==> config.mk <==
export PLATFORM = sky130hd
export DESIGN_NAME = display_mux_ctrl_flat
export DESIGN_NICKNAME = d
export VERILOG_FILES = /design/src/rtl/display_mux_ctrl_if.sv /design/src/rtl/display_mux_ctrl.sv /design/src/flat_wrapper.sv
export SDC_FILE = /design/constraint.sdc
export NUM_CORES = 1
export LEC_CHECK = 0
export ABC_CLOCK_PERIOD_IN_PS = 1850
export BUFFER_PORTS_ARGS = -buffer_cell sky130_fd_sc_hd__buf_4
export CORE_ASPECT_RATIO = 0.7
export CORE_MARGIN = 3
export CORE_UTILIZATION = 25
export CTS_CLUSTER_SIZE = 14
export DETAILED_ROUTE_END_ITERATION = 7
export PLACE_DENSITY = 0.52
export SLEW_MARGIN = 10
export SYNTH_ARGS = -nofsm -noshare
export SYNTH_HDL_FRONTEND = slang
export SYNTH_SLANG_ARGS = --single-unit
==> constraint.sdc <==
create_clock -name clk -period 1.85 [get_ports clk]
set_input_delay 0.37 -clock clk [delete_from_list [all_inputs] [get_ports clk]]
set_output_delay 0.37 -clock clk [all_outputs]
set_load 0.01 [all_outputs]
==> src/rtl/display_mux_ctrl_if.sv <==
// Switch inputs and multiplexed display drive shared by the dual-digit display controller.
// The master side owns the switch pins; the slave side is the controller that drives the display.
interface display_mux_ctrl_if;
    logic [3:0] onboard_sw;
    logic [3:0] bboard_sw;
    logic [3:0] hex_sel;
    logic [1:0] anode_n;
    logic       active_digit;

    modport master (
        output onboard_sw,
        output bboard_sw,
        input  hex_sel,
        input  anode_n,
        input  active_digit
    );

    modport slave (
        input  onboard_sw,
        input  bboard_sw,
        output hex_sel,
        output anode_n,
        output active_digit
    );
endinterface

==> src/rtl/display_mux_ctrl.sv <==
// Time-multiplexes one seven-segment decoder across two digits, with optional blanking
// gaps between slots. Every output is registered and changes only on a slot boundary.
module display_mux_ctrl #(
    parameter int unsigned REFRESH_DIV  = 24000,
    parameter int unsigned BLANK_CYCLES = 480
) (
    input logic               clk,
    input logic               reset,
    display_mux_ctrl_if.slave disp_io
);

    localparam int unsigned MaxLen = (REFRESH_DIV > BLANK_CYCLES) ? REFRESH_DIV : BLANK_CYCLES;
    localparam int unsigned CntW   = $clog2(MaxLen + 1);

    localparam logic [CntW-1:0] RefreshLen = CntW'(REFRESH_DIV);
    localparam logic [CntW-1:0] BlankLen   = CntW'(BLANK_CYCLES);
    localparam logic [CntW-1:0] CntOne     = CntW'(1);
    localparam bit              HasBlank   = (BLANK_CYCLES != 0);

    localparam logic [1:0] StBlank0 = 2'd0;
    localparam logic [1:0] StDigit0 = 2'd1;
    localparam logic [1:0] StBlank1 = 2'd2;
    localparam logic [1:0] StDigit1 = 2'd3;

    localparam logic [1:0]      RstState = HasBlank ? StBlank0 : StDigit0;
    localparam logic [CntW-1:0] RstCnt   = HasBlank ? BlankLen : RefreshLen;
    localparam logic [1:0]      RstAnode = HasBlank ? 2'b11 : 2'b10;

    logic [3:0]      ob_meta_q, ob_sync_q;
    logic [3:0]      bb_meta_q, bb_sync_q;
    logic [1:0]      state_q, state_d, state_nxt;
    logic [CntW-1:0] cnt_q, cnt_d;
    logic            armed_q;
    logic [3:0]      hex_q, hex_d;
    logic [1:0]      anode_q, anode_d;
    logic            digit_q, digit_d;
    logic            advance;

    // The first edge after reset holds the counter, so the initial slot spans its full
    // length counted from cycle 0.
    assign advance = armed_q && (cnt_q == CntOne);

    always_comb begin
        state_nxt = StDigit0;
        case (state_q)
            StBlank0: state_nxt = StDigit0;
            StDigit0: state_nxt = HasBlank ? StBlank1 : StDigit1;
            StBlank1: state_nxt = StDigit1;
            default:  state_nxt = HasBlank ? StBlank0 : StDigit0;
        endcase
    end

    always_comb begin
        state_d = state_q;
        cnt_d   = cnt_q;
        hex_d   = hex_q;
        anode_d = anode_q;
        digit_d = digit_q;
        if (advance) begin
            state_d = state_nxt;
            case (state_nxt)
                StDigit0: begin
                    cnt_d   = RefreshLen;
                    hex_d   = ~ob_sync_q;
                    anode_d = 2'b10;
                    digit_d = 1'b0;
                end
                StDigit1: begin
                    cnt_d   = RefreshLen;
                    hex_d   = ~bb_sync_q;
                    anode_d = 2'b01;
                    digit_d = 1'b1;
                end
                default: begin
                    cnt_d   = BlankLen;
                    anode_d = 2'b11;
                end
            endcase
        end else if (armed_q) begin
            cnt_d = cnt_q - CntOne;
        end
    end

    always_ff @(posedge clk) begin
        if (reset) begin
            ob_meta_q <= 4'hF;
            ob_sync_q <= 4'hF;
            bb_meta_q <= 4'hF;
            bb_sync_q <= 4'hF;
            state_q   <= RstState;
            cnt_q     <= RstCnt;
            armed_q   <= 1'b0;
            hex_q     <= 4'h0;
            anode_q   <= RstAnode;
            digit_q   <= 1'b0;
        end else begin
            ob_meta_q <= disp_io.onboard_sw;
            ob_sync_q <= ob_meta_q;
            bb_meta_q <= disp_io.bboard_sw;
            bb_sync_q <= bb_meta_q;
            state_q   <= state_d;
            cnt_q     <= cnt_d;
            armed_q   <= 1'b1;
            hex_q     <= hex_d;
            anode_q   <= anode_d;
            digit_q   <= digit_d;
        end
    end

    assign disp_io.hex_sel      = hex_q;
    assign disp_io.anode_n      = anode_q;
    assign disp_io.active_digit = digit_q;

endmodule
==> src/flat_wrapper.sv <==
// flat-port wrapper written by rule: the top's interface ports become plain ports
module display_mux_ctrl_flat 
#(
    parameter int unsigned REFRESH_DIV  = 24000,
    parameter int unsigned BLANK_CYCLES = 480
)
  (clk, reset, disp_io_onboard_sw, disp_io_bboard_sw, disp_io_hex_sel, disp_io_anode_n, disp_io_active_digit);
  display_mux_ctrl_if disp_io_i ();
  input logic clk;
  input logic reset;
  input wire logic [$bits(disp_io_i.onboard_sw)-1:0] disp_io_onboard_sw;
  input wire logic [$bits(disp_io_i.bboard_sw)-1:0] disp_io_bboard_sw;
  output wire logic [$bits(disp_io_i.hex_sel)-1:0] disp_io_hex_sel;
  output wire logic [$bits(disp_io_i.anode_n)-1:0] disp_io_anode_n;
  output wire logic [$bits(disp_io_i.active_digit)-1:0] disp_io_active_digit;
  assign disp_io_i.onboard_sw = disp_io_onboard_sw;
  assign disp_io_i.bboard_sw = disp_io_bboard_sw;
  assign disp_io_hex_sel = disp_io_i.hex_sel;
  assign disp_io_anode_n = disp_io_i.anode_n;
  assign disp_io_active_digit = disp_io_i.active_digit;
  display_mux_ctrl #(.REFRESH_DIV(REFRESH_DIV), .BLANK_CYCLES(BLANK_CYCLES)) u_core (.clk(clk), .reset(reset), .disp_io(disp_io_i));
endmodule
==> results_dict.tcl, run 1 <==
set metrics [dict create \
    gr-total-overflow 0 \
    synth-edff-count 0 \
    syn_nets 204 \
    path_class "flip-flop to flip-flop" \
    clk_latency_ns 0.29 \
    grtUsageMet3_pct 2.79 \
    cts_tree "yes" \
    avgSynthCellArea_um2 9.47 \
    die_area_mm2 0.00819 \
    htreeDepth 2 \
    powerDensity_mw_per_mm2 875 \
    ys_top_cells_by_count "dfxtp_1 (41), or2_2 (16), nand2_1 (14)" \
    vias 1346 \
    pre_cts_ws_ns 0.108 \
    p_leak_nw 0.781 \
    cp_data_required_time_ns 2.06 \
    max_cap_viol_count 0 \
    drt-total-wl_um 3570 \
    fp.dieW_um 107 \
    antenna_found_initial 0 \
    finalSetupViolCount 0 \
    drive_gt1_share_pct 26.9 \
    holdPathStages 2 \
    use_met2_pct 13.0 \
    final_antenna_net_count 0 \
    synth_top_area_share_pct 46.1 \
    grt_pass1_wl_um 6270 \
    netlist_instances 188 \
    io_buffers 16 \
    path_clk_slew_ns 0.08 \
    clk_path_buf_depth 2 \
    drc 0 \
    initial_utilization_pct 26.1 \
    worst_pin_slew_ns 0.462 \
    grt_pass1_vias 1260 \
    cp.arrival_ns 1.98 \
    hold_buffers 0 \
    grt_util_all_layers_pct 9.63 \
    rsz0062_at_grt "no" \
    slew_headroom_pct 69.1 \
    fin_crit_sh_pct 95.5 \
    clkSinkCount 41 \
    hold_viol 0 \
    whs_ns 0.256 \
    nets 223 \
    setup_tns_ns 0 \
    first_pass_iters 4 \
    synth-seq-cells 41 \
    grtUsageMet1_pct 14.1 \
    r2r_cells 6 \
    synthDistinctLibCells 44 \
    endpoint_kind "flip-flop" \
    hold_path_class "input port to flip-flop" \
    status "finished clean" \
    grt_max_degree 31 \
    synth_top_flop_cell "dfxtp_1" \
    start_kind "flip-flop" \
    finalMaxSlewViolations 0 \
    gp_congestion 0.811 \
    post-cts-setup-buffers 0 \
    fin_skew_ns 0.00494 \
    viasPerCell 4.46 \
    areaGrowthSynthToFinish_pct 19.6 \
    synth.cell_area_mm2 0.00178 \
    max_freq_ghz 0.566 \
    ioPinCount 17 \
    core_area_mm2 0.00682 \
    drtIter0Drc 70 \
    async_flop_share_pct 0 \
    vdd_drop_max_mv 0.286 \
    cts_resized 0 \
    antennaDiodeCount 0 \
    fillerInstances 743 \
    yosys_warnings 0 \
    synth_seq_area_share_pct 46.1 \
    cts-root-buf "clkbuf_8" \
    worst_slack_ns 0.0828 \
    ys_top_cells_by_area "dfxtp_1 (46%), or2_2 (5.6%), ha_1 (4.2%)" \
    row_count 25 \
    critPathMaxFanout 13 \
    die_h_um 76.6 \
    cts_inserted_buffers 5 \
    yosys.area.top_type "dfxtp_1" \
    finalCriticalPeriod_ns 1.77 \
    dpl.hpwl_um 2580 \
    yosysMostFrequentCell "dfxtp_1" \
    grt_busiest_layer "met1" \
    wl_per_cell_um 11.8 \
]
==> cell usage in the layout (no fill, tap or decap), types with 3 or more instances in the layout <==
| cell type | count |
|---|---|
| nand4_1 | 3 |
| dfxtp_1 | 41 |
| nor2_1 | 12 |
| nand3_1 | 10 |
| nand2_1 | 14 |
| o21ai_1 | 8 |
| or2_2 | 16 |
| mux2i_1 | 5 |
| buf_4 | 21 |
| inv_1 | 8 |
| a21oi_1 | 13 |
| clkbuf_8 | 6 |
| xor2_1 | 5 |
| ha_1 | 6 |
| nand2b_1 | 3 |
==> worst max-delay path: stages, from the launching register on <==
cell and delay (ns):
dfxtp_1 0.39, inv_1 0.08, ha_1 0.23, and4bb_2 0.28, and4_4 0.25, a211o_1 0.25, a311oi_2 0.22
==> path summary, 6_finish.rpt <==
| check | from | to | slack [ns] |
|---|---|---|---|
| hold reg to reg | u_core.ob_meta_q[3] | u_core.ob_sync_q[3] | 0.41 |
| setup reg to reg | u_core.cnt_q[1] | u_core.cnt_q[11] | 0.08 |
| hold / removal | disp_io_onboard_sw[2] | u_core.ob_meta_q[2] | 0.26 |
| setup / recovery | u_core.cnt_q[1] | u_core.cnt_q[11] | 0.08 |
==> cells by family after synthesis <==
logic type	share of synthesized area, %
DFF	46.1
buffers and inverters	4.29
and+or+nand+nor	26.8
muxes	3.44
xor gates and xnor gates	3.44
adders and majority gates	4.22
AOI/OAI and AO/OA	11.7
==> per-layer routing <==
layer  vias up  share of wire [%]
met1       622                 52
li1        686                  -
met5         -                  0
met4         0                1.3
met3         4                5.3
met2        34                 41
==> cell type report <==
cell class	instances	area, µm²	share of cell area (%)
inverters	8	30.0	1.41
well taps	94	118	5.52
repair buffers	21	158	7.40
multi-input cells	130	883	41.5
clock inverters	2	37.5	1.76
clock buffers	6	82.6	3.88
flip-flops and latches	41	821	38.5
==> registers in the layout (all words and copies together) (netlist names) <==
signal,flops
u_core.armed_q,1
u_core.disp_io.active_digit,1
u_core.disp_io.anode_n,2
u_core.bb_meta_q,4
u_core.bb_sync_q,4
u_core.ob_sync_q,4
u_core.disp_io.hex_sel,4
u_core.cnt_q,15
u_core.ob_meta_q,4
u_core.state_q,2
==> per-stage QoR <==
stage | total power [mW] | instances | cell area (µm²) | util, %
after global placement | 1.14 | 294 | 2010 | 29.5
after global routing | 1.96 | 302 | 2130 | 31.2
after floorplan | 1.09 | 188 | 1780 | -
final | 1.86 | 302 | 2130 | 31.2
after CTS | 1.89 | 302 | 2130 | 31.2
after detailed placement | 1.14 | 294 | 2010 | 29.5
==> power by group <==
part	leakage (nW)	total [mW]	switching, mW	internal [mW]
Clock	0.0574	0.745	0.307	0.439
Sequential	0.336	0.960	0.0423	0.918
Combinational	0.387	0.157	0.0789	0.0786
No activity file was read; power rests on OpenSTA's default activity.
==> run 2, diff against run 1 <==
--- a/config.mk
+++ b/config.mk
@@ -6,5 +6,4 @@
 export NUM_CORES = 1
 export LEC_CHECK = 0
-export ABC_CLOCK_PERIOD_IN_PS = 1850
 export BUFFER_PORTS_ARGS = -buffer_cell sky130_fd_sc_hd__buf_4
 export CORE_ASPECT_RATIO = 0.7
@@ -13,5 +12,5 @@
 export CTS_CLUSTER_SIZE = 14
 export DETAILED_ROUTE_END_ITERATION = 7
-export PLACE_DENSITY = 0.52
+export PLACE_DENSITY = 0.5
 export SLEW_MARGIN = 10
 export SYNTH_ARGS = -nofsm -noshare
==> constraint.sdc (replaced) <==
create_clock -name clk -period 1.8 [get_ports clk]
set_input_delay 0.36 -clock clk [delete_from_list [all_inputs] [get_ports clk]]
set_output_delay 0.36 -clock clk [all_outputs]
set_load 0.05 [all_outputs]
==> results_dict.tcl, run 2 (same netlist as run 1, synthesis figures left out) <==
set metrics [dict create \
    cp.arrival_ns 1.91 \
    drive_gt1_share_pct 27.8 \
    finalSetupViolCount 0 \
    clk_latency_ns 0.29 \
    p_leak_nw 0.776 \
    row_count 25 \
    htreeDepth 2 \
    finalMaxSlewViolations 0 \
    io_buffers 16 \
    grtUsageMet1_pct 14.9 \
    grt_busiest_layer "met1" \
    cts_inserted_buffers 5 \
    clkSinkCount 41 \
    hold_viol 0 \
    vdd_drop_max_mv 0.325 \
    die_area_mm2 0.00819 \
    layout.cells.most_common_list "dfxtp_1 (40), buf_4 (21), or2_2 (16), nand2_1 (14), a21oi_1 (13)" \
    setup_tns_ns 0 \
    drc 0 \
    slew_headroom_pct 73.4 \
    vias 1339 \
    cts-root-buf "clkbuf_8" \
    viasPerCell 4.42 \
    antennaDiodeCount 0 \
    powerDensity_mw_per_mm2 823 \
    wl_per_cell_um 11.8 \
    drtIter0Drc 70 \
    max_cap_viol_count 0 \
    cts_tree "yes" \
    fin_crit_sh_pct 94.2 \
    cp_data_required_time_ns 2.01 \
    hold_path_class "input port to flip-flop" \
    path_clk_slew_ns 0.08 \
    grt_util_all_layers_pct 9.46 \
    antenna_found_initial 0 \
    max_freq_ghz 0.590 \
    drt-total-wl_um 3580 \
    path_class "flip-flop to flip-flop" \
    grt_pass1_wl_um 6070 \
    gr-total-overflow 0 \
    initial_utilization_pct 26.1 \
    gp_congestion 0.825 \
    grt_pass1_vias 1179 \
    top_register "u_core.cnt_q" \
    areaGrowthSynthToFinish_pct 18.9 \
    fin_skew_ns 0.00715 \
    core_area_mm2 0.00682 \
    rsz0062_at_grt "no" \
    final_antenna_net_count 0 \
    nets 224 \
    start_kind "flip-flop" \
    grtUsageMet3_pct 3.22 \
    first_pass_iters 4 \
    die_h_um 76.6 \
    critPathMaxFanout 4 \
    status "finished clean" \
    clk_path_buf_depth 2 \
    worst_pin_slew_ns 0.395 \
    endpoint_kind "flip-flop" \
    ioPinCount 17 \
    use_met2_pct 11.2 \
    grt_max_degree 31 \
    dpl.hpwl_um 2630 \
    largest_reg_flops 15 \
    whs_ns 0.248 \
    layout_commonest_cell "dfxtp_1" \
    fillerInstances 751 \
    fp.dieW_um 107 \
    hold_buffers 0 \
    finalCriticalPeriod_ns 1.70 \
]
-- run 2: through the flow --
stage	instances	util (%)	setup WS, ns	total power, mW	cell area (µm²)
floorplan	188	-	0.0741	1.12	1780
global placement	294	29.5	0.0960	1.17	2010
detailed placement	294	29.5	0.0270	1.17	2010
CTS	302	30.8	0.0509	1.78	2100
global route	303	31.0	0.0134	1.84	2120
finish	303	31.0	0.104	1.74	2120
-- run 2: critical path: stages, from the launching register on --
cell and delay, ns:
dfxtp_2 0.36, inv_1 0.06, ha_1 0.22, and4bb_2 0.28, and4_4 0.22, a211o_1 0.25, a311oi_2 0.23
-- run 2: cell type report --
| cell class | instances | area (µm²) | area share, % |
|---|---|---|---|
| sequential | 41 | 822 | 38.8 |
| inverter | 8 | 30.0 | 1.42 |
| multi-input combinational | 130 | 883 | 41.7 |
| clock inverter | 3 | 17.5 | 0.827 |
| timing repair buffer | 22 | 178 | 8.39 |
| clock buffer | 5 | 68.8 | 3.25 |
| tap | 94 | 118 | 5.56 |
-- run 2: routing by layer --
metal,vias up,wire length [µm]
met4,0,69
met2,32,1290
met5,-,0
met1,604,1970
li1,695,-
met3,8,253
-- run 2: power by group --
part	total [mW]	switching [mW]	internal, mW
Combinational	0.163	0.0825	0.0806
Clock	0.591	0.323	0.268
Sequential	0.988	0.0435	0.944
Total	1.74	0.449	1.29
-- run 2: path summary, 6_finish.rpt --
path                        start  cells past startpoint                  end  slack, ns
max               u_core.cnt_q[1]                      6     u_core.cnt_q[11]       0.10
min          disp_io_bboard_sw[2]                      2  u_core.bb_meta_q[2]       0.25
max reg2reg       u_core.cnt_q[1]                      6     u_core.cnt_q[11]       0.10
min reg2reg   u_core.ob_meta_q[3]                      1  u_core.ob_sync_q[3]       0.41
-- run 2: what timing repair did --
item	4_1_cts	5_1_grt
endpoints found under the hold margin	0	0
resized for setup	1	0
setup buffers	0	1
setup endpoints to repair	1	1
==> run 3, diff against run 2 <==
- MAX_ROUTING_LAYER: default -> met4
- SKIP_CTS_REPAIR_TIMING: default -> 1
==> results_dict.tcl, run 3 (same netlist as run 1, synthesis figures left out) <==
set metrics [dict create \
    nets 224 \
    cp_data_required_time_ns 2.02 \
    setup_tns_ns 0 \
    htreeDepth 2 \
    worst_pin_slew_ns 0.395 \
    grt_util_all_layers_pct 9.72 \
    start_kind "flip-flop" \
    slew_headroom_pct 73.4 \
    fin_crit_sh_pct 94.2 \
    drc 0 \
    path_class "flip-flop to flip-flop" \
    clk_latency_ns 0.30 \
    max_freq_ghz 0.589 \
    initial_utilization_pct 26.1 \
    r2r_end "u_core.cnt_q[11]" \
    pre_cts_ws_ns 0.0270 \
    gp_congestion 0.837 \
    gr-total-overflow 0 \
    critPathMaxFanout 4 \
    grt_max_degree 31 \
    worst_slack_ns 0.104 \
    stdcell_count 303 \
    finalMaxSlewViolations 0 \
    cp.arrival_ns 1.91 \
    die_area_mm2 0.00819 \
    status "finished clean" \
    final_antenna_net_count 0 \
    grt_pass1_wl_um 6070 \
    fp.dieW_um 107 \
    fin_util_pct 31.0 \
    hold_viol 0 \
    p_leak_nw 0.776 \
    r2r_setup_slack_ns 0.10 \
    drtIter0Drc 70 \
    wl_per_cell_um 11.9 \
    fin_skew_ns 0.00693 \
    areaGrowthSynthToFinish_pct 18.9 \
    final_cell_area_mm2 0.00212 \
    top_register "u_core.cnt_q" \
    timing.rr.start "u_core.cnt_q[1]" \
    hold_path_class "input port to flip-flop" \
    finalSetupViolCount 0 \
    layout_commonest_cell "dfxtp_1" \
    largest_reg_flops 15 \
    clkSinkCount 41 \
    post-place-cells 294 \
    hold_path.startpoint "disp_io_bboard_sw[2]" \
    power.total_mw 1.75 \
    powerDensity_mw_per_mm2 824 \
    layout.cells.most_common_list "dfxtp_1 (40), buf_4 (21), or2_2 (16), nand2_1 (14), a21oi_1 (13)" \
    endpoint_kind "flip-flop" \
    vias 1341 \
    row_count 25 \
    antennaDiodeCount 0 \
    io_buffers 16 \
    whs_ns 0.245 \
    rsz0062_at_grt "no" \
    dpl.hpwl_um 2630 \
    cts_inserted_buffers 5 \
    clk_path_buf_depth 2 \
    drt-total-wl_um 3590 \
    antenna_found_initial 0 \
    vdd_drop_max_mv 0.327 \
    path_clk_slew_ns 0.08 \
    holdPathStages 2 \
    r2r_cells 6 \
    viasPerCell 4.43 \
    drive_gt1_share_pct 27.8 \
    die_h_um 76.6 \
    max_cap_viol_count 0 \
    cts-root-buf "clkbuf_8" \
    first_pass_iters 4 \
    cts_tree "yes" \
    placed_area_mm2 0.00201 \
    ioPinCount 17 \
    holdPathEnd "u_core.bb_meta_q[2]" \
    grt_pass1_vias 1180 \
    finalCriticalPeriod_ns 1.70 \
    core_area_mm2 0.00682 \
]
run 3: cell counts in the layout (fill, tap and decap cells not counted):
Identical to the previous run, type by type.
run 3: worst max path at each step:
stage | startpoint | endpoint | slack (ns) | cells past startpoint
after floorplan | u_core.state_q[0] | u_core.cnt_q[12] | 0.07 | 8
after global placement | u_core.cnt_q[1] | u_core.cnt_q[11] | 0.1 | 6
after detailed placement | u_core.cnt_q[1] | u_core.cnt_q[11] | 0.03 | 6
after CTS | u_core.cnt_q[1] | u_core.cnt_q[11] | -0.003 | 6
after global routing | u_core.cnt_q[1] | u_core.cnt_q[11] | 0.01 | 6
final | u_core.cnt_q[1] | u_core.cnt_q[11] | 0.10 | 6
run 3: critical path, cell delays in order (launching register included):
cell	delay, ns
dfxtp_2	0.36
inv_1	0.06
ha_1	0.22
and4bb_2	0.28
and4_4	0.22
a211o_1	0.25
a311oi_2	0.23
run 3: final cells by class:
cell class / instances / area, µm²
clock buffer: 5 / 68.8
clock inverter: 3 / 17.5
fill: 751 / 4700
inverter: 8 / 30.0
multi-input combinational: 130 / 883
sequential: 41 / 822
tap: 94 / 118
timing repair buffer: 22 / 178
run 3: layer usage:
layer  vias up  global-route usage, %  part of all wire (%)
met5         -                      -                     0
met4         0                   3.70                   1.7
met3         8                   3.22                   7.0
met2        33                   11.2                    36
met1       605                   14.9                    55
li1        695                      -                     -
run 3: power breakdown:
group          internal (mW)  switching (mW)  total [mW]
clock                  0.268           0.327       0.594
combinational         0.0806          0.0825       0.163
sequential             0.944          0.0435       0.988
